===== config.mk =====
export PLATFORM = sky130hd
export DESIGN_NAME = alu_sequencer
export DESIGN_NICKNAME = d
export VERILOG_FILES = /design/src/rtl/alu_sequencer_pkg.sv /design/src/rtl/alu_sequencer_regfile.sv /design/src/rtl/alu_sequencer.sv
export SDC_FILE = /design/constraint.sdc
export NUM_CORES = 1
export LEC_CHECK = 0
export ABC_CLOCK_PERIOD_IN_PS = 5530
export BUFFER_PORTS_ARGS = -buffer_cell sky130_fd_sc_hd__buf_2
export CAP_MARGIN = 20
export CORE_ASPECT_RATIO = 0.8
export CORE_UTILIZATION = 45
export DETAILED_ROUTE_END_ITERATION = 6
export GPL_TIMING_DRIVEN = 0
export MAX_ROUTING_LAYER = met4
export SLEW_MARGIN = 10
export SYNTH_ARGS = -nofsm -noshare
export SYNTH_HDL_FRONTEND = slang
export SYNTH_SLANG_ARGS = --single-unit

===== constraint.sdc =====
create_clock -name clk -period 5.53 [get_ports clk]
set_input_delay 0.8295 -clock clk [delete_from_list [all_inputs] [get_ports clk]]
set_output_delay 0.8295 -clock clk [all_outputs]
set_load 0.005 [all_outputs]

===== src/rtl/alu_sequencer_pkg.sv =====
// Shared definitions for the ALU sequencer: instruction field layout,
// special opcode encodings and the sequencer FSM state encoding.
package alu_sequencer_pkg;

    localparam int DATA_W = 16;
    localparam int REG_AW = 4;
    localparam int CNT_W  = 3;

    // Instruction word layout: [15:12] op, [11:8] rd, [7:4] rs1, [3:0] rs2.
    // Load-immediate reuses [7:0] as an 8-bit immediate.
    localparam int OP_MSB  = 15;
    localparam int OP_LSB  = 12;
    localparam int RD_MSB  = 11;
    localparam int RD_LSB  = 8;
    localparam int RS1_MSB = 7;
    localparam int RS1_LSB = 4;
    localparam int RS2_MSB = 3;
    localparam int RS2_LSB = 0;
    localparam int IMM_MSB = 7;
    localparam int IMM_LSB = 0;

    localparam logic [3:0] OP_MUL_ENC = 4'h2;
    localparam logic [3:0] OP_LDI_ENC = 4'hF;

    typedef enum logic [1:0] {
        ST_IDLE  = 2'd0,
        ST_EXEC  = 2'd1,
        ST_WB_LO = 2'd2,
        ST_WB_HI = 2'd3
    } seq_state_t;

    function automatic logic [3:0] instr_op(input logic [DATA_W-1:0] instr);
        return instr[OP_MSB:OP_LSB];
    endfunction

    function automatic logic [3:0] instr_rd(input logic [DATA_W-1:0] instr);
        return instr[RD_MSB:RD_LSB];
    endfunction

    function automatic logic [3:0] instr_rs1(input logic [DATA_W-1:0] instr);
        return instr[RS1_MSB:RS1_LSB];
    endfunction

    function automatic logic [3:0] instr_rs2(input logic [DATA_W-1:0] instr);
        return instr[RS2_MSB:RS2_LSB];
    endfunction

    // Load-immediate value, zero-extended to the register width.
    function automatic logic [DATA_W-1:0] instr_imm(input logic [DATA_W-1:0] instr);
        return {8'h00, instr[IMM_MSB:IMM_LSB]};
    endfunction

endpackage


===== src/rtl/alu_sequencer_regfile.sv =====
// 16x16 register file: one synchronous write port, two combinational
// operand read ports and a combinational debug read port. Cleared by reset.
module seq_regfile
    import alu_sequencer_pkg::*;
(
    input  logic              clk,
    input  logic              rst_n,
    input  logic              we,
    input  logic [3:0]        waddr,
    input  logic [DATA_W-1:0] wdata,
    input  logic [3:0]        raddr1,
    output logic [DATA_W-1:0] rdata1,
    input  logic [3:0]        raddr2,
    output logic [DATA_W-1:0] rdata2,
    input  logic [3:0]        dbg_addr,
    output logic [DATA_W-1:0] dbg_data
);

    logic [DATA_W-1:0] mem [16];

    // Register storage: cleared on reset, single write per cycle.
    always_ff @(posedge clk or negedge rst_n) begin
        if (!rst_n) begin
            for (int i = 0; i < 16; i++) begin
                mem[i] <= '0;
            end
        end else if (we) begin
            mem[waddr] <= wdata;
        end
    end

    assign rdata1   = mem[raddr1];
    assign rdata2   = mem[raddr2];
    assign dbg_data = mem[dbg_addr];

endmodule


===== src/rtl/alu_sequencer.sv =====
// ALU sequencer: accepts instruction words, reads operands from the local
// register file, issues them to an external fixed-latency ALU and writes
// the result (both halves for multiply) back. Load-immediate is handled
// locally in a single cycle.
module alu_sequencer
    import alu_sequencer_pkg::*;
#(
    parameter int         ALU_LAT = 1,
    parameter logic [3:0] OP_MUL  = OP_MUL_ENC,
    parameter logic [3:0] OP_LDI  = OP_LDI_ENC
) (
    input  logic        clk,
    input  logic        rst_n,
    input  logic        in_valid,
    output logic        in_ready,
    input  logic [15:0] in_instr,
    output logic [15:0] alu_a,
    output logic [15:0] alu_b,
    output logic [3:0]  alu_ins,
    input  logic [15:0] alu_res,
    input  logic [15:0] alu_res_hi,
    output logic        done,
    output logic [3:0]  wb_addr,
    output logic [15:0] wb_data,
    input  logic [3:0]  dbg_addr,
    output logic [15:0] dbg_data
);

    seq_state_t        state_q, state_d;
    logic [CNT_W-1:0]  cnt_q;
    logic [3:0]        op_q;
    logic [3:0]        rd_q;

    logic [3:0]        in_op, in_rd, in_rs1, in_rs2;
    logic              accept, issue;

    logic              rf_we;
    logic [3:0]        rf_waddr;
    logic [DATA_W-1:0] rf_wdata;
    logic [DATA_W-1:0] rf_rd1, rf_rd2;
    logic              done_d;

    assign in_op  = instr_op(in_instr);
    assign in_rd  = instr_rd(in_instr);
    assign in_rs1 = instr_rs1(in_instr);
    assign in_rs2 = instr_rs2(in_instr);

    // Ready only when idle and out of reset, so nothing is accepted mid-reset.
    assign in_ready = (state_q == ST_IDLE) && rst_n;
    assign accept   = in_valid && in_ready;
    assign issue    = accept && (in_op != OP_LDI);

    seq_regfile u_regfile (
        .clk      (clk),
        .rst_n    (rst_n),
        .we       (rf_we),
        .waddr    (rf_waddr),
        .wdata    (rf_wdata),
        .raddr1   (in_rs1),
        .rdata1   (rf_rd1),
        .raddr2   (in_rs2),
        .rdata2   (rf_rd2),
        .dbg_addr (dbg_addr),
        .dbg_data (dbg_data)
    );

    // Next-state, register-file write port and retire pulse decode.
    always_comb begin
        state_d  = state_q;
        rf_we    = 1'b0;
        rf_waddr = rd_q;
        rf_wdata = alu_res;
        done_d   = 1'b0;
        case (state_q)
            ST_IDLE: begin
                if (accept) begin
                    if (in_op == OP_LDI) begin
                        rf_we    = 1'b1;
                        rf_waddr = in_rd;
                        rf_wdata = instr_imm(in_instr);
                        done_d   = 1'b1;
                    end else begin
                        state_d = ST_EXEC;
                    end
                end
            end
            ST_EXEC: begin
                // Counter hits zero on this edge: ALU result is valid next edge.
                if (cnt_q == CNT_W'(1)) begin
                    state_d = ST_WB_LO;
                end
            end
            ST_WB_LO: begin
                rf_we    = 1'b1;
                rf_waddr = rd_q;
                rf_wdata = alu_res;
                if (op_q == OP_MUL) begin
                    state_d = ST_WB_HI;
                end else begin
                    done_d  = 1'b1;
                    state_d = ST_IDLE;
                end
            end
            ST_WB_HI: begin
                // High product half lands in rd+1; r15 wraps to r0.
                rf_we    = 1'b1;
                rf_waddr = rd_q + 4'd1;
                rf_wdata = alu_res_hi;
                done_d   = 1'b1;
                state_d  = ST_IDLE;
            end
            default: begin
                state_d = ST_IDLE;
            end
        endcase
    end

    // State, wait counter, issued operands and writeback observation registers.
    always_ff @(posedge clk or negedge rst_n) begin
        if (!rst_n) begin
            state_q <= ST_IDLE;
            cnt_q   <= '0;
            op_q    <= '0;
            rd_q    <= '0;
            alu_a   <= '0;
            alu_b   <= '0;
            alu_ins <= '0;
            done    <= 1'b0;
            wb_addr <= '0;
            wb_data <= '0;
        end else begin
            state_q <= state_d;
            done    <= done_d;
            if (issue) begin
                alu_a   <= rf_rd1;
                alu_b   <= rf_rd2;
                alu_ins <= in_op;
                op_q    <= in_op;
                rd_q    <= in_rd;
                cnt_q   <= CNT_W'(ALU_LAT);
            end else if (state_q == ST_EXEC) begin
                cnt_q <= cnt_q - CNT_W'(1);
            end
            if (rf_we) begin
                wb_addr <= rf_waddr;
                wb_data <= rf_wdata;
            end
        end
    end

endmodule


Word level (Yosys, flattened, before mapping)
Cells that the tools add are included.
{"block": "word_totals", "out_inout_bits": 74, "elab_cells": 84, "ff_bits": 322, "input_bits": 55}
{"block": "classes", "n_addsub": 2, "n_mux": 30, "n_eq_ne": 10, "order_cmp": 5, "n_reduce_logical": 8, "n_bitwise": 4}
{"cell": "$bwmux 256", "count": 1}
{"cell": "$bmux 16 s4", "count": 3}
{"cell": "$mux 16", "count": 9}
{"cell": "$demux 16 s4", "count": 1}
{"cell": "$pmux 16 s2", "count": 1}
{"cell": "$ge 5x5->1 const B", "count": 4}
{"cell": "$not 4->5", "count": 4}
{"cell": "$mux 2", "count": 4}
{"cell": "$mux 4", "count": 2}
{"cell": "$pmux 2 s4", "count": 1}
{"cell": "$pmux 4 s2", "count": 1}
{"cell": "$mux 3", "count": 2}
{"cell": "$ne 2x2->1 const B", "count": 3}
{"cell": "$lt 5x1->1 const B", "count": 1}
{"cell": "$add 4x1->4 const B", "count": 1}
{"cell": "$eq 2x2->1 const B", "count": 2}
{"cell": "$eq 4x2->1 const B", "count": 1}
{"cell": "$eq 4x4->1 const B", "count": 1}
{"cell": "$logic_and 1x1->1", "count": 4}
{"cell": "$ne 4x4->1 const B", "count": 1}
{"cell": "$eq 3x1->1 const B", "count": 1}
{"cell": "$mux 1", "count": 3}
{"cell": "$pmux 1 s3", "count": 1}
{"cell": "$reduce_and 3->1", "count": 1}
{"cell": "other kinds (6)", "count": 6}

Depth between registers and ports, before layout
{"block": "depth", "word_depth": 11, "ltp_mapped": 12}

By module
From an unflattened synthesis, not the netlist that was laid out.
{"block": "hier_totals", "hier_cells": 1267, "hier_area_um2": 18672.9}
{"mod": "seq_regfile", "n_inst": 1, "cells_per_inst": 986, "area_each_um2": 15371.0, "seq_area_each_um2": 6406.1}
{"mod": "alu_sequencer", "n_inst": 1, "cells_per_inst": 281, "area_each_um2": 3301.9, "seq_area_each_um2": 1651.6}

Worst setup path after synthesis
Ideal clock, no wire load.
{"block": "synth_path", "path_type": "input to output", "from": "in dbg_addr[0]", "to": "out dbg_data[10]", "path_slack_ns": 2.093, "arrival_time_ns": 2.607, "path_buffers": 2, "cell_stages": 4, "required_time_ns": 4.701, "cell_sequence": "buf_2 -> buf_1 -> mux4_2 -> mux4_2"}
{"block": "synth_between", "elab_chain_len": 4}
{"element": "start: declaration", "line_no": "alu_sequencer.sv:25", "text": "input logic [3:0] dbg_addr,"}
{"element": "$not 4->5 (implied by the code)", "line_no": "alu_sequencer_regfile.sv:34", "text": "assign dbg_data = mem[dbg_addr];"}
{"element": "$bmux 16 s4", "line_no": "alu_sequencer_regfile.sv:34"}
{"element": "$mux 16 (implied by the code) (2 in a row)", "line_no": "alu_sequencer_regfile.sv:34"}
{"element": "end: declaration", "line_no": "alu_sequencer.sv:26", "text": "output logic [15:0] dbg_data"}
No other way between the ends. The select of a mux whose other input is x is not followed.

Final worst setup path
{"block": "layout_path", "from": "in dbg_addr[1]", "to": "out dbg_data[14]"}
The elaborated chain is that of the path after synthesis.

==> flow_summary.yaml <==
clock_tree:
  root_buffer: "clkbuf_16"
  cts_buffer_depth: 3
  cts_sinks: 322
  postCtsSetupBuffers: 0
  clock_latency_ns: 0.56
  cts_resized: 0
  cts_made_buffers: 38
  holdBufCountCts: 0
  cts_tree: "yes"
  cts_max_level: 2
  path_clk_slew_ns: 0.06
global_routing:
  antenna_found_initial: 0
  grt-ovfl-total: 0
  grt_max_degree: 108
  track_usage_pct: 28.0
  grt_pass1_wl_um: 85600
  grt_pass1_vias: 12300
cells_and_area:
  most-common-layout-cells: "dfrtp_1 (322), mux4_2 (240), nand2_1 (163)"
  utilization_pct: 52.3
  area_growth_pct: 14.4
  fin_nets: 1441
  n_antenna_cell: 0
  drive_gt1_share_pct: 50.1
  layout_commonest_cell: "dfrtp_1"
synthesis:
  synthFlopType: "dfrtp_1"
  synth_seq_area_share_pct: 41.9
  ys_ff_latch: 322
  synth_cells: 1219
  yosys_warnings: 0
  synth_edf_count: 0
  avgSynthCellArea_um2: 15.8
  netlist_area_um2: 19200
  ys_types: 61
  postSynth.asyncResetShare_pct: 100
  synth_nets: 1281
timing:
  finalCriticalPeriod_ns: 4.26
  relSlewSlack_pct: 31.1
  finalHoldViolCount: 0
  clock_skew_ns: 0.0183
  slew_viol_final: 0
  rsz0062_at_grt: "no"
  finalSetupTns_ns: 0
  tightest_slew_ns: 1.03
  period_share_pct: 77.1
  setup_ws_ns: 1.27
  setup_viol: 0
  max_freq_mhz: 235
critical_path:
  crit_path_end_kind: "primary output"
  endpoint: "dbg_data[14]"
  r2r_slack_ns: 2.02
  reg2reg_to: "u_regfile.mem[238]$_DFFE_PN0P_"
  crit_type: "primary input to primary output"
  cp_max_fo: 10
  ff2ff_path_depth: 10
  start_kind: "primary input"
  critPathRequiredTime_ns: 4.70
  timing.rr.start: "state_q[0]$_DFFE_PN0P_"
  startpoint: "dbg_addr[1]"
  worstPathArrival_ns: 3.43
power_and_ir_drop:
  fin_total_pwr_mw: 12.5
  seqPwrFrac_pct: 33.9
  power.clock.fraction_pct: 22.2
  p_per_area_nw_per_um2: 570
  p_leak_nw: 9.92
  combPwrFrac_pct: 43.9
  p_sw_mw: 4.72
  power_switching_share_pct: 37.6
  vdd_drop_max_mv: 0.255
  internal_power_mw: 7.81
placement:
  place.gp.congestion: 0.935
  post-place-ws_ns: 1.33
  dp.final_hpwl_um: 43300
  io_buffers: 116
detailed_routing:
  drtPass1Iterations: 5
  wl_per_cell_um: 28.8
  drt_iter0_drc: 1343
  wirelength_um: 56400
  viasPerCell: 6.28
  dr_total_vias: 12300
  detail-route-antenna-nets: 0
  route.detailed.drc: 0
die:
  coreArea_um2: 42000
  start_util_pct: 45.8
  fp-row-count: 67
  io_pins: 129
  die-area_um2: 43500
  die_h_um: 187
  die_w_um: 233
run_status:
  status: "finished clean"
flow_run:
  drv_cap: 0
hold_path:
  hold_class: "primary input to async pin"
final cells by class:
class                           count  area (um^2)
Multi-Input combinational cell    783        10500
Tap cell                          552          691
Clock inverter                     15          230
Fill cell                        3451        20000
Inverter                            8         30.0
Sequential cell                   322         8060
Timing Repair Buffer              120          684
Buffer                            106          603
Clock buffer                       53         1150
registers in the layout (all words and copies together) (netlist names), 2 cells and up:
register / flops
state_q: 2
rd_q: 4
wb_data: 16
op_q: 4
alu_a: 16
wb_addr: 4
u_regfile.mem: 256
alu_b: 16
cnt_q: 3
power groups by stage:
stage	registers (mW)	logic [mW]	clock network, mW
floorplan	3.97	3.86	0
global placement	4.16	5.34	0
detailed placement	4.24	5.47	0
CTS	4.21	5.48	2.82
global route	4.39	5.88	2.92
finish	4.25	5.50	2.78
through the flow:
stage | hold slack, ns | instances | area [um^2]
detailed placement | 0.459 | 1891 | 20600
global route | 0.211 | 1959 | 22000
CTS | 0.195 | 1959 | 22000
finish | 0.192 | 1959 | 22000
global placement | 0.458 | 1887 | 20500
floorplan | 0.470 | 1219 | 19200
Yosys cell counts, types with 7 or more instances:
library cell	count	area, um^2
mux2_4	91	1370
mux2_2	104	1170
buf_1	8	30.0
buf_2	17	85.1
mux2_1	62	698
ha_1	7	87.6
nand2_1	163	612
inv_1	8	30.0
dfrtp_1	322	8060
a31oi_1	9	56.3
nor2_1	15	56.3
mux4_2	240	5410
buf_6	15	169
a22oi_1	9	67.6
clkbuf_1	59	221
a22o_1	8	70.1
per-layer routing:
metal	wire length, um	part of all wire [%]	GRT usage (%)
met5	0	0	-
met2	23700	42	36.4
met1	26400	47	43.2
met3	5470	9.7	8.40
met4	765	1.4	4.95
worst min-delay path by stage:
stage                                   to  slack, ns  cells past startpoint
finish                 rd_q[3]$_DFFE_PN0P_       0.19                      1
global route           op_q[0]$_DFFE_PN0P_       0.21                      1
CTS                    rd_q[3]$_DFFE_PN0P_       0.20                      1
detailed placement   alu_a[13]$_DFFE_PN0P_       0.46                      2
global placement    wb_data[9]$_DFFE_PN0P_       0.46                      2
floorplan             alu_a[0]$_DFFE_PN0P_       0.47                      2
critical path, stage by stage:
cell,delay [ns]
clkbuf_1,0.58
clkbuf_1,0.82
mux4_2,0.48
mux4_2,0.54
buf_2,0.16
cell families after synthesis:
logic type	count (synthesis)	share of synthesized area, %
buffers and inverters	114	3.29
adders and majority gates	7	0.456
DFF	322	41.9
and+or+nand+nor	217	6.28
AOI/OAI and AO/OA	60	2.98
xor gates and xnor gates	2	0.0912
muxes	497	45.0
Power figures use the tool's default switching activity.
